**src/rtl/uart_tx_arbiter.sv**
```systemverilog
// Round-robin arbiter sharing one UART transmitter among NREQ requesters.
// Grants only on an idle line, strobes one byte, then waits for the frame or a timeout.
module uart_tx_arbiter #(
  parameter int NREQ     = 4,
  parameter int DW       = 8,
  parameter int BUSY_TMO = 15
) (
  input  logic                    clk,
  input  logic                    rst,
  input  logic [NREQ-1:0]         req,
  input  logic [NREQ*DW-1:0]      req_data,
  input  logic [NREQ-1:0]         req_par_en,
  output logic [NREQ-1:0]         ack,
  output logic [NREQ-1:0]         err,
  output logic [DW-1:0]           tx_data,
  output logic                    tx_data_valid,
  output logic                    tx_parity_en,
  input  logic                    tx_busy,
  output logic                    arb_busy,
  output logic [$clog2(NREQ)-1:0] last_grant
);
  localparam int IW = $clog2(NREQ);
  localparam int CW = $clog2(BUSY_TMO + 2);

  typedef enum logic [1:0] {
    IDLE,
    LOAD,
    WAIT_BUSY,
    WAIT_DONE
  } state_e;

  state_e          state_q, state_d;
  logic [IW-1:0]   ptr_q, ptr_d;
  logic [IW-1:0]   g_q, g_d;
  logic [IW-1:0]   lg_q, lg_d;
  logic [CW-1:0]   cnt_q, cnt_d;
  logic [NREQ-1:0] ack_q, ack_d;
  logic [NREQ-1:0] err_q, err_d;
  logic [DW-1:0]   data_q, data_d;
  logic            par_q, par_d;
  logic            valid_q, valid_d;
  logic            busy_q, busy_d;
  logic [IW-1:0]   win, idx;
  logic            found;

  // Rotating search: first pending requester after the last one served.
  always_comb begin
    win   = ptr_q;
    idx   = '0;
    found = 1'b0;
    for (int i = 1; i <= NREQ; i++) begin
      idx = IW'((int'(ptr_q) + i) % NREQ);
      if (!found && req[idx]) begin
        win   = idx;
        found = 1'b1;
      end
    end
  end

  always_comb begin
    state_d = state_q;
    ptr_d   = ptr_q;
    g_d     = g_q;
    lg_d    = lg_q;
    cnt_d   = cnt_q;
    data_d  = data_q;
    par_d   = par_q;
    ack_d   = '0;
    err_d   = '0;
    unique case (state_q)
      IDLE: begin
        if (found && !tx_busy) begin
          g_d     = win;
          data_d  = req_data[win*DW +: DW];
          par_d   = req_par_en[win];
          state_d = LOAD;
        end
      end
      LOAD: begin
        cnt_d   = '0;
        state_d = WAIT_BUSY;
      end
      WAIT_BUSY: begin
        if (tx_busy) begin
          ack_d[g_q] = 1'b1;
          lg_d       = g_q;
          state_d    = WAIT_DONE;
        end else if (cnt_q == CW'(BUSY_TMO)) begin
          err_d[g_q] = 1'b1;
          ptr_d      = g_q;
          state_d    = IDLE;
        end else begin
          cnt_d = cnt_q + 1'b1;
        end
      end
      WAIT_DONE: begin
        if (!tx_busy) begin
          ptr_d   = g_q;
          state_d = IDLE;
        end
      end
      default: state_d = IDLE;
    endcase
    // Strobe and busy flag follow the next state so they stay registered.
    valid_d = (state_d == LOAD);
    busy_d  = (state_d != IDLE);
  end

  always_ff @(posedge clk) begin
    if (rst) begin
      state_q <= IDLE;
      ptr_q   <= IW'(NREQ - 1);
      g_q     <= '0;
      lg_q    <= '0;
      cnt_q   <= '0;
      ack_q   <= '0;
      err_q   <= '0;
      data_q  <= '0;
      par_q   <= 1'b0;
      valid_q <= 1'b0;
      busy_q  <= 1'b0;
    end else begin
      state_q <= state_d;
      ptr_q   <= ptr_d;
      g_q     <= g_d;
      lg_q    <= lg_d;
      cnt_q   <= cnt_d;
      ack_q   <= ack_d;
      err_q   <= err_d;
      data_q  <= data_d;
      par_q   <= par_d;
      valid_q <= valid_d;
      busy_q  <= busy_d;
    end
  end

  assign ack           = ack_q;
  assign err           = err_q;
  assign tx_data       = data_q;
  assign tx_data_valid = valid_q;
  assign tx_parity_en  = par_q;
  assign arb_busy      = busy_q;
  assign last_grant    = lg_q;
endmodule

```
**config.mk**
```make
export PLATFORM = sky130hd
export DESIGN_NAME = uart_tx_arbiter
export DESIGN_NICKNAME = d
export VERILOG_FILES = /design/src/rtl/uart_tx_arbiter.sv
export SDC_FILE = /design/constraint.sdc
export NUM_CORES = 1
export LEC_CHECK = 0
export ABC_AREA = 1
export CORE_MARGIN = 2
export CORE_UTILIZATION = 35
export CTS_CLUSTER_SIZE = 14
export DETAILED_ROUTE_END_ITERATION = 7
export GPL_TIMING_DRIVEN = 0
export HOLD_SLACK_MARGIN = 0.1
export SLEW_MARGIN = 0
export SYNTH_ARGS = -nofsm -noshare
export SYNTH_HDL_FRONTEND = slang
export SYNTH_SLANG_ARGS = --single-unit
```
**constraint.sdc**
```tcl
create_clock -name clk -period 2 [get_ports clk]
set_input_delay 0.5 -clock clk [delete_from_list [all_inputs] [get_ports clk]]
set_output_delay 0.5 -clock clk [all_outputs]
set_load 0.05 [all_outputs]
```
==> impl_metrics.prom <==
# TYPE chip_impl_metric gauge
chip_impl_metric{name="grt_pass1_wl",unit="um"} 8150
chip_impl_metric{name="total_setup_violations_reported_at_the_end_of_the_flow",unit=""} 0
chip_impl_metric{name="worst_path_largest_cell_delay",unit="ps"} 810
chip_impl_info{name="run_status",value="complete, no violations"} 1
chip_impl_metric{name="die_w",unit="um"} 77.0
chip_impl_info{name="synth.most_common_cell",value="sky130_fd_sc_hd__nand2_1"} 1
chip_impl_info{name="regToRegStartpoint",value="ptr_q[0]"} 1
chip_impl_metric{name="postCtsHoldBufs",unit=""} 0
chip_impl_metric{name="postSynth.asyncResetShare",unit=""} 0
chip_impl_info{name="netlist_top_cells_count",value="71 x sky130_fd_sc_hd__nand2_1, 45 x sky130_fd_sc_hd__nand3_1, 32 x sky130_fd_sc_hd__dfxtp_1, 29 x sky130_fd_sc_hd__inv_1, 19 x sky130_fd_sc_hd__a21oi_1"} 1
chip_impl_metric{name="rows",unit=""} 26
chip_impl_metric{name="cts_inserted_buffers",unit=""} 5
chip_impl_metric{name="num_io_pins",unit=""} 64
chip_impl_metric{name="gp_congestion",unit=""} 0.787
chip_impl_metric{name="cts-htree-levels",unit=""} 2
chip_impl_info{name="setup.worst_path.class",value="flip-flop to output pin"} 1
chip_impl_metric{name="switching_share_of_total_power",unit=""} 0.326
chip_impl_metric{name="utilization",unit=""} 0.542
chip_impl_metric{name="area_growth_syn_to_layout",unit="%"} 49.3
chip_impl_metric{name="floorplan.core_area",unit="um^2"} 5140
chip_impl_metric{name="die_h",unit="um"} 77.0
chip_impl_info{name="worst_hold_path_type",value="flip-flop to flip-flop"} 1
chip_impl_metric{name="power.switching",unit="W"} 0.000626
chip_impl_metric{name="finalWorstPathRequiredPeriod",unit="ps"} 1960
chip_impl_metric{name="finalWirelength",unit="um"} 4900
chip_impl_metric{name="nNetsFinal",unit=""} 395
chip_impl_metric{name="powerDensity",unit="nW/um^2"} 689
chip_impl_metric{name="final_max_slew_viol_count",unit=""} 0
chip_impl_info{name="root_buffer",value="sky130_fd_sc_hd__clkbuf_8"} 1
chip_impl_metric{name="yosysWarnings",unit=""} 0
chip_impl_metric{name="worstMarginPinSlew",unit="ps"} 528
chip_impl_metric{name="drc_errors",unit=""} 0
chip_impl_metric{name="hpwl",unit="um"} 3640
chip_impl_metric{name="power.share.clock",unit=""} 0.323
chip_impl_metric{name="fp.dieArea",unit="um^2"} 5930
chip_impl_metric{name="via_count_normalized_by_instance_count",unit=""} 4.78
chip_impl_metric{name="first_global_vias",unit=""} 1863
chip_impl_metric{name="synth.yosys.seq_area_share",unit=""} 0.343
chip_impl_metric{name="number_of_antenna_violations_at_the_first_check_in_global_routing",unit=""} 0
chip_impl_info{name="synth_ff_type",value="sky130_fd_sc_hd__dfxtp_1"} 1
chip_impl_metric{name="cellInternalPower",unit="W"} 0.00129
chip_impl_metric{name="fin_skew",unit="ps"} 4.38
chip_impl_info{name="worst_hold_startpoint",value="cnt_q[4]"} 1
chip_impl_metric{name="synth.avg_cell_area",unit="um^2"} 6.78
chip_impl_metric{name="timing.critical_path.arrival",unit="ps"} 1460
chip_impl_metric{name="detail_route.first_pass.iterations",unit=""} 4
chip_impl_metric{name="timing.fmax",unit="GHz"} 0.510
chip_impl_metric{name="highest_net_fanout_along_the_worst_path",unit=""} 2
chip_impl_metric{name="drt_iter0_drc",unit=""} 50
chip_impl_metric{name="sequential_cell_area",unit="um^2"} 641
chip_impl_metric{name="groute.usage.overall",unit=""} 0.169
chip_impl_metric{name="grt_overflow",unit=""} 0
chip_impl_metric{name="pin_count_of_the_biggest_net_entering_global_routing",unit=""} 12
chip_impl_metric{name="synth.ff_latch_count",unit=""} 32
chip_impl_metric{name="post-route-period-util",unit=""} 0.981
chip_impl_info{name="synth_top_area_cell",value="sky130_fd_sc_hd__dfxtp_1"} 1
chip_impl_metric{name="floorplan.initialDensity",unit=""} 0.363
chip_impl_metric{name="post_drt_wl_per_cell",unit="um"} 11.6
chip_impl_metric{name="crit_required",unit="ps"} 1500
chip_impl_metric{name="fillers",unit=""} 543
chip_impl_metric{name="area_taken_by_multi_input_logic_gates",unit="um^2"} 1030
chip_impl_info{name="kind_of_start_point_of_the_critical_path",value="flip-flop"} 1
chip_impl_metric{name="num_antenna_cells",unit=""} 0
chip_impl_info{name="synthTopCellsByArea",value="sky130_fd_sc_hd__dfxtp_1 34%, sky130_fd_sc_hd__nand2_1 14%, sky130_fd_sc_hd__nand3_1 12%"} 1
chip_impl_metric{name="place_area",unit="um^2"} 2570
chip_impl_metric{name="dr_vias",unit=""} 2011
chip_impl_metric{name="ant_nets_after_route",unit=""} 0
chip_impl_metric{name="synth_edf_count",unit=""} 0
chip_impl_metric{name="buffers_inverters_on_critical_path",unit=""} 1
chip_impl_metric{name="final_cell_area",unit="um^2"} 2790
chip_impl_metric{name="instance_count_of_the_mapped_netlist",unit=""} 275
chip_impl_info{name="worst_path_dominant_cell_family",value="buffers and inverters"} 1
chip_impl_metric{name="netlist-cell-type-count",unit=""} 25
chip_impl_metric{name="cts.path.max_buffers",unit=""} 2
chip_impl_metric{name="hold_ws",unit="ps"} 464
chip_impl_metric{name="final_layout_size_suffix_gt1_frac",unit=""} 0.154
chip_impl_info{name="cp-end-kind",value="output pin"} 1
chip_impl_metric{name="hold_viol_final",unit=""} 0
chip_impl_metric{name="share_comb_of_total_power",unit=""} 0.310
chip_impl_info{name="crit_chain",value="clkdlybuf4s50_1"} 1
chip_impl_metric{name="power.leakage",unit="nW"} 1.26
chip_impl_metric{name="cap_viol_max_count",unit=""} 0
chip_impl_metric{name="clk_transition_reported_paths",unit="ps"} 70
chip_impl_metric{name="report.power.total",unit="W"} 0.00192
chip_impl_metric{name="clock_sink_count",unit=""} 32
chip_impl_metric{name="place.port_buffers",unit=""} 62
chip_impl_metric{name="slew_headroom",unit=""} 0.648
chip_impl_info{name="cts_tree",value="yes"} 1
chip_impl_metric{name="syn-cell-area",unit="um^2"} 1870
chip_impl_metric{name="power.sequential.fraction",unit=""} 0.367
chip_impl_metric{name="synth_top_cell_area_share",unit=""} 0.343
chip_impl_metric{name="worst_skew_pair.late_latency",unit="ps"} 290
chip_impl_info{name="critPathSlowestCell",value="sky130_fd_sc_hd__clkdlybuf4s50_1"} 1
chip_impl_metric{name="net_count_after_synthesis",unit=""} 320
chip_impl_info{name="critPathLaunch",value="tx_data[1]"} 1
chip_impl_metric{name="max-vdd-ir-drop",unit="mV"} 0.478
==> layout make-up <==
type | count | area share
multi-input cells | 200 | 0.371
repair buffers | 67 | 0.242
flip-flops and latches | 32 | 0.230
inverters | 33 | 0.0481
plain buffers | 10 | 0.0346
well taps | 70 | 0.0314
clock buffers | 5 | 0.0247
clock inverters | 3 | 0.0153
repair inverters | 1 | 0.00270
==> power by group through the flow <==
| stage | Sequential [W] | Clock, W | Combinational [W] |
|---|---|---|---|
| detailed placement | 0.000718 | 0 | 0.000565 |
| CTS | 0.000704 | 0.000627 | 0.000568 |
| floorplan | 0.000811 | 0 | 0.000271 |
| global placement | 0.000719 | 0 | 0.000561 |
| global route | 0.000710 | 0.000659 | 0.000656 |
| finish | 0.000705 | 0.000619 | 0.000595 |
==> routing by layer <==
layer / part of all wire / GRT usage / vias up
met5: 0 / 0 / -
met3: 0.077 / 0.0682 / 4
met4: 0.0045 / 0.0393 / 0
met2: 0.47 / 0.269 / 58
met1: 0.45 / 0.214 / 901
li1: - / - / 1048
==> stage by stage <==
step	setup slack, ps	setup TNS, ps	instances
2_1_floorplan	395	0	275
3_3_place_gp	-191	-1820	407
4_1_cts	32.0	0	415
3_5_place_dp	-200	-1980	407
6_report	38.0	0	421
5_1_grt	-22.9	-26.6	421
==> worst min-delay path, cell delays in order, from the launching register on <==
cell	delay, ps
sky130_fd_sc_hd__dfxtp_1	310
sky130_fd_sc_hd__nand2_1	60
sky130_fd_sc_hd__a21oi_1	50
==> logic make-up after synthesis <==
group           count (synthesis)  share of synthesized area
flops                          32                      0.343
compound gates                 30                     0.0838
simple gates                  168                      0.438
buf+inv                        43                      0.121
fa+ha+maj                       2                     0.0134
==> registers in the layout (all words and copies together), names as in the netlist <==
name / flops
tx_data_valid: 1
last_grant: 2
state_q: 2
arb_busy: 1
g_q: 2
ptr_q: 2
ack: 4
err: 4
cnt_q: 5
tx_parity_en: 1
tx_data: 8
==> final timing paths <==
| path | slack [ps] | end | cells after the start |
|---|---|---|---|
| worst max-delay path | 40 | tx_data[1] | 1 |
| worst max register to register | 140 | tx_data[4] | 15 |
| worst min register to register | 460 | cnt_q[4] | 2 |
| worst min-delay path | 460 | cnt_q[4] | 2 |
==> timing repair <==
item | in CTS | in global routing
setup buffers | 0 | 3
gates resized for setup | 0 | 19
endpoints found under the setup margin | 0 | 16
==> cells in the final DEF, fill, tap and decap left out, types with 5 or more instances in the layout <==
cell type / n
sky130_fd_sc_hd__a21oi_1: 19
sky130_fd_sc_hd__inv_1: 29
sky130_fd_sc_hd__nand3_1: 43
sky130_fd_sc_hd__nand2_2: 14
sky130_fd_sc_hd__nor2_1: 14
sky130_fd_sc_hd__clkbuf_8: 5
sky130_fd_sc_hd__nor3_1: 11
sky130_fd_sc_hd__dlymetal6s2s_1: 5
sky130_fd_sc_hd__o21ai_0: 8
sky130_fd_sc_hd__nand2_1: 68
sky130_fd_sc_hd__buf_6: 5
sky130_fd_sc_hd__nand3_2: 5
sky130_fd_sc_hd__clkdlybuf4s50_1: 57
sky130_fd_sc_hd__dfxtp_1: 32
Power figures use the tool's default switching activity.
